**config.mk**
```make
export PLATFORM = sky130hd
export DESIGN_NAME = tx_lane_scheduler
export DESIGN_NICKNAME = d
export VERILOG_FILES = /design/src/rtl/tx_lane_scheduler.sv
export SDC_FILE = /design/constraint.sdc
export NUM_CORES = 1
export LEC_CHECK = 0
export BUFFER_PORTS_ARGS = -buffer_cell sky130_fd_sc_hd__buf_2
export CORE_ASPECT_RATIO = 1.25
export CORE_UTILIZATION = 35
export CTS_BUF_LIST = sky130_fd_sc_hd__clkbuf_8
export DETAILED_ROUTE_END_ITERATION = 8
export HOLD_SLACK_MARGIN = 0.15
export PLACE_DENSITY_LB_ADDON = 0.25
export REMOVE_ABC_BUFFERS = 1
export SYNTH_ARGS = -nofsm -noshare
export SYNTH_HDL_FRONTEND = slang
export SYNTH_SLANG_ARGS = --single-unit
```
**constraint.sdc**
```tcl
create_clock -name local_clk -period 2.19 [get_ports local_clk]
set_input_delay 0.3285 -clock local_clk [delete_from_list [all_inputs] [get_ports local_clk]]
set_output_delay 0.3285 -clock local_clk [all_outputs]
set_load 0.005 [all_outputs]
```
**src/rtl/tx_lane_scheduler.sv**
```systemverilog
// TX lane scheduler: one owner per packet among OS, CTL and TP.
// OS wins outright; TP jumps ahead of CTL after waiting too long.
module tx_lane_scheduler #(
  parameter int DATA_W       = 8,
  parameter int MAX_PKT      = 64,
  parameter int STARVE_LIMIT = 32
) (
  input  logic              local_clk,
  input  logic              rst,
  input  logic              cl0_s,
  input  logic              lane_disable,
  input  logic              os_req,
  input  logic              os_last,
  input  logic [DATA_W-1:0] os_data,
  input  logic              ctl_req,
  input  logic              ctl_last,
  input  logic [DATA_W-1:0] ctl_data,
  input  logic              tp_req,
  input  logic              tp_last,
  input  logic [DATA_W-1:0] tp_data,
  output logic              os_gnt,
  output logic              ctl_gnt,
  output logic              tp_gnt,
  output logic              tx_valid,
  output logic [DATA_W-1:0] tx_data,
  output logic [1:0]        tx_src,
  output logic              abort,
  output logic              busy
);

  localparam int BW = $clog2(MAX_PKT + 1);
  localparam int SW = $clog2(STARVE_LIMIT + 1);
  localparam logic [BW-1:0] BLAST = BW'(MAX_PKT - 1);
  localparam logic [SW-1:0] SMAX  = SW'(STARVE_LIMIT);

  typedef enum logic [1:0] {
    S_IDLE,
    S_OS,
    S_CTL,
    S_TP
  } state_t;

  state_t            state;
  state_t            nxt;
  logic [BW-1:0]     beat_cnt;
  logic [SW-1:0]     starve_cnt;
  logic              gnt_any;
  logic              gnt_last;
  logic [DATA_W-1:0] gnt_data;
  logic [1:0]        gnt_src;
  logic              pkt_full;
  logic              max_abort;
  logic              tp_entry;

  assign os_gnt  = (state == S_OS)  & os_req  & ~lane_disable;
  assign ctl_gnt = (state == S_CTL) & ctl_req & ~lane_disable;
  assign tp_gnt  = (state == S_TP)  & tp_req  & ~lane_disable;
  assign busy    = (state != S_IDLE);

  assign pkt_full  = (beat_cnt == BLAST);
  assign max_abort = gnt_any & ~gnt_last & pkt_full;
  assign tp_entry  = (state == S_IDLE) & (nxt == S_TP);

  // Select the beat of whichever source holds the grant
  always_comb begin
    gnt_any  = 1'b0;
    gnt_last = 1'b0;
    gnt_data = '0;
    gnt_src  = 2'b00;
    unique case (1'b1)
      os_gnt: begin
        gnt_any  = 1'b1;
        gnt_last = os_last;
        gnt_data = os_data;
        gnt_src  = 2'b01;
      end
      ctl_gnt: begin
        gnt_any  = 1'b1;
        gnt_last = ctl_last;
        gnt_data = ctl_data;
        gnt_src  = 2'b10;
      end
      tp_gnt: begin
        gnt_any  = 1'b1;
        gnt_last = tp_last;
        gnt_data = tp_data;
        gnt_src  = 2'b11;
      end
      default: ;
    endcase
  end

  // Owner selection in IDLE; packet end, overflow or disable back to IDLE
  always_comb begin
    nxt = state;
    if (lane_disable) begin
      nxt = S_IDLE;
    end else if (state == S_IDLE) begin
      if (os_req)
        nxt = S_OS;
      else if (cl0_s && tp_req && starve_cnt >= SMAX)
        nxt = S_TP;
      else if (cl0_s && ctl_req)
        nxt = S_CTL;
      else if (cl0_s && tp_req)
        nxt = S_TP;
    end else if (gnt_any && (gnt_last || pkt_full)) begin
      nxt = S_IDLE;
    end
  end

  // State register
  always_ff @(posedge local_clk or negedge rst) begin
    if (!rst) state <= S_IDLE;
    else      state <= nxt;
  end

  // Beats of the current packet; zero whenever we are (re)entering IDLE
  always_ff @(posedge local_clk or negedge rst) begin
    if (!rst)                beat_cnt <= '0;
    else if (nxt == S_IDLE)  beat_cnt <= '0;
    else if (gnt_any)        beat_cnt <= beat_cnt + BW'(1);
  end

  // Cycles TP has been kept waiting, saturating at the promotion limit
  always_ff @(posedge local_clk or negedge rst) begin
    if (!rst)
      starve_cnt <= '0;
    else if (lane_disable || !tp_req || tp_entry)
      starve_cnt <= '0;
    else if (state != S_TP && starve_cnt != SMAX)
      starve_cnt <= starve_cnt + SW'(1);
  end

  // Registered output beat and abort pulse
  always_ff @(posedge local_clk or negedge rst) begin
    if (!rst) begin
      tx_valid <= 1'b0;
      tx_data  <= '0;
      tx_src   <= 2'b00;
      abort    <= 1'b0;
    end else begin
      tx_valid <= gnt_any;
      tx_data  <= gnt_data;
      tx_src   <= gnt_src;
      abort    <= max_abort | (lane_disable & busy);
    end
  end

endmodule

```
==> results.txt <==
- Clock tree synthesis inserted a total of 3 buffers.
- In this run the core area contains 25 standard-cell rows.
- IR analysis of the VDD net gives a maximum drop of 0.000265 V.
- The run finished, with violations left.
* Worst hold-check slack: 234 ps
- Synthesis produced a netlist whose cell count is 139.
* Number of max-cap violations: 0
- For this run, the top clock speed supported by timing is 0.532 GHz.
- The detailed router placed 1,165 vias in this run.
* Design Area, Final: 0.00171 mm2
* Via count of the first global-routing pass: 1,119
- CTS H-tree lvls: 1
- The area growth from synthesis to layout is 25.1%.
- Global-route wire length before repair: 4930 um
* Grt ovf: 0
* Number of hold buffers added after CTS: 1
- For the worst setup path, the data arrival time is 1550 ps.
- Leaving out fill and tap cells, the most frequent cell in the layout is sky130_fd_sc_hd__buf_2.
* Total Die Area: 0.00417 mm2
- In the final layout, the share of cells above drive strength 1 is 33.3%.
* Hold violation total from the final report: 0
- Summed over all nets, the half-perimeter wirelength after detailed placement is 2260 um.
* Count of buffer and inverter cells on the critical path: 2
- Total global-route track usage: 15.3%
- Once the floorplan was initialized, standard cells occupied 36.5% of the core.
- For the pin with the worst max-slew slack, the measured transition is 611 ps.
* TritonCTS clock tree: done
- Counting along the longest clock path gives a buffer depth of 2.
- Flops & latches, synth: 27
* # clock sinks: 27
* Maximum clock skew at final layout: 1.03 ps
- Synth cell types: 32
- Core area: 0.00375 mm2
* Count of buffers inserted at the top-level ports: 49
- Number of placed I/O pins: 50
- Critical path class: flop to primary output
- Setup slack after layout: 311 ps
* Last weighted congestion value of the routability-driven placer: 0.782
- The cell area that synthesis handed to floorplanning was 0.00137 mm2.
* Nature of the critical path endpoint: primary output
- Top area cells in the synthesized netlist: sky130_fd_sc_hd__dfrtp_1 (49%), sky130_fd_sc_hd__nand2_1 (6.9%), sky130_fd_sc_hd__a22oi_1 (4.9%)
* Initial detailed-routing violation count: 31
- Summing all placed instances gives a cell area of 0.00166 mm2.
- Clock tree synthesis selected as its root buffer the cell sky130_fd_sc_hd__clkbuf_8.
* Slowest stage cell, crit path: sky130_fd_sc_hd__dfrtp_1
- For this block, the routed nets add up to 3030 um of wire.
- Layout Nets: 227
- Async S/R FF share, synth: 100%
- Commonest non-fill, non-tap cells in the layout: sky130_fd_sc_hd__buf_2 (49), sky130_fd_sc_hd__dfrtp_1 (27), sky130_fd_sc_hd__nand2_1 (25), sky130_fd_sc_hd__nor2_1 (17), sky130_fd_sc_hd__a22oi_1 (9)
* Cell count after placement: 224
- The checks that failed: design-rule violations.
- Largest delay share family, worst path: flip-flops
- Average instance area after synthesis: 9.85 um2
- For this run, the slowest stage of the critical path takes 500 ps.
- Setup fix buffers added after clock tree synthesis: 0
- Worst endpoint required time: 1860 ps
- In this run the vertical extent of the chip is 71.9 um.
* Most instantiated flip-flop cell in the synthesis netlist: sky130_fd_sc_hd__dfrtp_1
- Proportion of synthesized chip area in sequential cells: 49.4%
- Along the worst path, the maximum fanout reaches 10.
* Clock Pin Slew Worst Setup and Hold Paths: 100 ps
- In the routed layout, each cell is associated on average with a via count of 5.09.
* Fraction of the cycle the final worst path needs: 85.8%
- Number of enable flip-flop cells after synthesis: 0
- Insertion delay to the later sink of the worst-skew pair: 280 ps
- Critical Path, Cell by Cell: nor4bb_2 -> buf_4 -> buf_2
* Minimum clock period after layout: 1880 ps
- Gates resized during post-CTS repair numbered 0.
* Filler-free cell count of the finished design: 229
- In this run the worst hold path is classified as input pin to flop.
- Setup violations remaining at the end of the flow were counted as 0.
- Final routed DRC violation total: 1
* Setup repair after global routing missed its margin: false
- Wire length per cell after detailed routing: 13.2 um
- Horizontal die dimension: 57.9 um
* Antenna diode count: 0
- Entering global routing, the biggest net connects 28 pins.
- The synthesized design devotes to its leading area cell type 49.4% of total area.
- Pre-CTS setup slack: 343 ps
* Worst setup SP type: flop
- Slew HR: 59.3%
- The initial antenna violation count was 0.
- Yosys printed 0 warnings.
- Summed over all cells, the static leakage comes to 0.891 nW.
- After filler insertion, the fill cell instance count of the layout stands at 353.
- The count of pins over their slew limit was 0.
- The first detailed-routing pass ran for 6 iterations.
* Largest area contributor in the netlist: sky130_fd_sc_hd__dfrtp_1
- Antenna Violating Nets Remaining: 0
- Power spread over the standard cell area amounts to 561 mW/mm2.
-- registers in the layout, summed over array words and instances, names as in the netlist --
signal      flops
tx_valid        1
starve_cnt      6
tx_data         8
tx_src          2
abort           1
beat_cnt        7
state           2
-- power by group --
part | leakage [nW] | internal, mW | switching, mW
Clock | 0.0255 | 0.128 | 0.164
Sequential | 0.372 | 0.514 | 0.0142
Combinational | 0.493 | 0.0653 | 0.0747
-- worst reg2reg max path, cell delays in order (launching register included) --
cell and delay, ps:
sky130_fd_sc_hd__dfrtp_1 540, sky130_fd_sc_hd__mux2i_1 180, sky130_fd_sc_hd__a211oi_4 510, sky130_fd_sc_hd__nand3_4 170
sky130_fd_sc_hd__a31oi_4 260, sky130_fd_sc_hd__nor2_1 90
-- layer usage --
layer	vias to the layer above	wire (um)	GRT usage (%)
met4	0	38	5.56
li1	571	-	-
met2	34	1600	26.6
met3	4	133	2.32
met1	556	1260	19.1
met5	-	0	0
-- cell type report --
type	count	area [um2]	area share, %
clock inverters	1	5.00	0.292
multi-input cells	101	648	37.8
inverters	4	15.0	0.877
repair buffers	53	278	16.2
well taps	40	50.0	2.92
flip-flops and latches	27	676	39.4
clock buffers	3	41.3	2.41
-- stage by stage --
step                power [mW]  TNS [ps]  utilization [%]
finish                   0.961         0             45.6
global placement         0.675         0             44.1
CTS                      0.972         0             45.6
detailed placement       0.679         0             44.1
global route              1.00         0             45.6
floorplan                0.602      -790                -
-- final timing paths --
kind / startpoint / endpoint / slack [ps] / depth (start not counted)
setup / recovery: state[0] / ctl_gnt / 310 / 3
hold / removal: tp_data[6] / tx_data[6] / 230 / 3
setup reg to reg: state[0] / beat_cnt[6] / 340 / 5
hold reg to reg: beat_cnt[6] / beat_cnt[6] / 560 / 2
max in group asynchronous: rst / starve_cnt[5] / 1210 / 2
min in group asynchronous: rst / beat_cnt[5] / 580 / 2
-- synth_stat cells (4+ instances only) --
cell and count:
sky130_fd_sc_hd__dfrtp_1 27, sky130_fd_sc_hd__xnor2_1 4, sky130_fd_sc_hd__a21oi_1 4, sky130_fd_sc_hd__inv_1 4, sky130_fd_sc_hd__nor2_1 17, sky130_fd_sc_hd__a22oi_1 9
sky130_fd_sc_hd__nand2_1 25, sky130_fd_sc_hd__clkbuf_1 4, sky130_fd_sc_hd__xor2_1 7, sky130_fd_sc_hd__nand3_1 4
-- logic make-up (layout without fill, tap and decap cells) --
family | Yosys count | after routing | share of synthesized area, %
AND/OR/NAND/NOR | 62 | 62 | 21.7
flip-flops | 27 | 27 | 49.4
AO/OA/AOI/OAI | 22 | 22 | 13.3
XOR/XNOR | 11 | 11 | 7.04
buffers and inverters | 11 | 61 | 3.75
adder cells (fa/ha/maj) | 3 | 3 | 2.74
multiplexers | 3 | 3 | 2.19
Power figures use the tool's default switching activity.
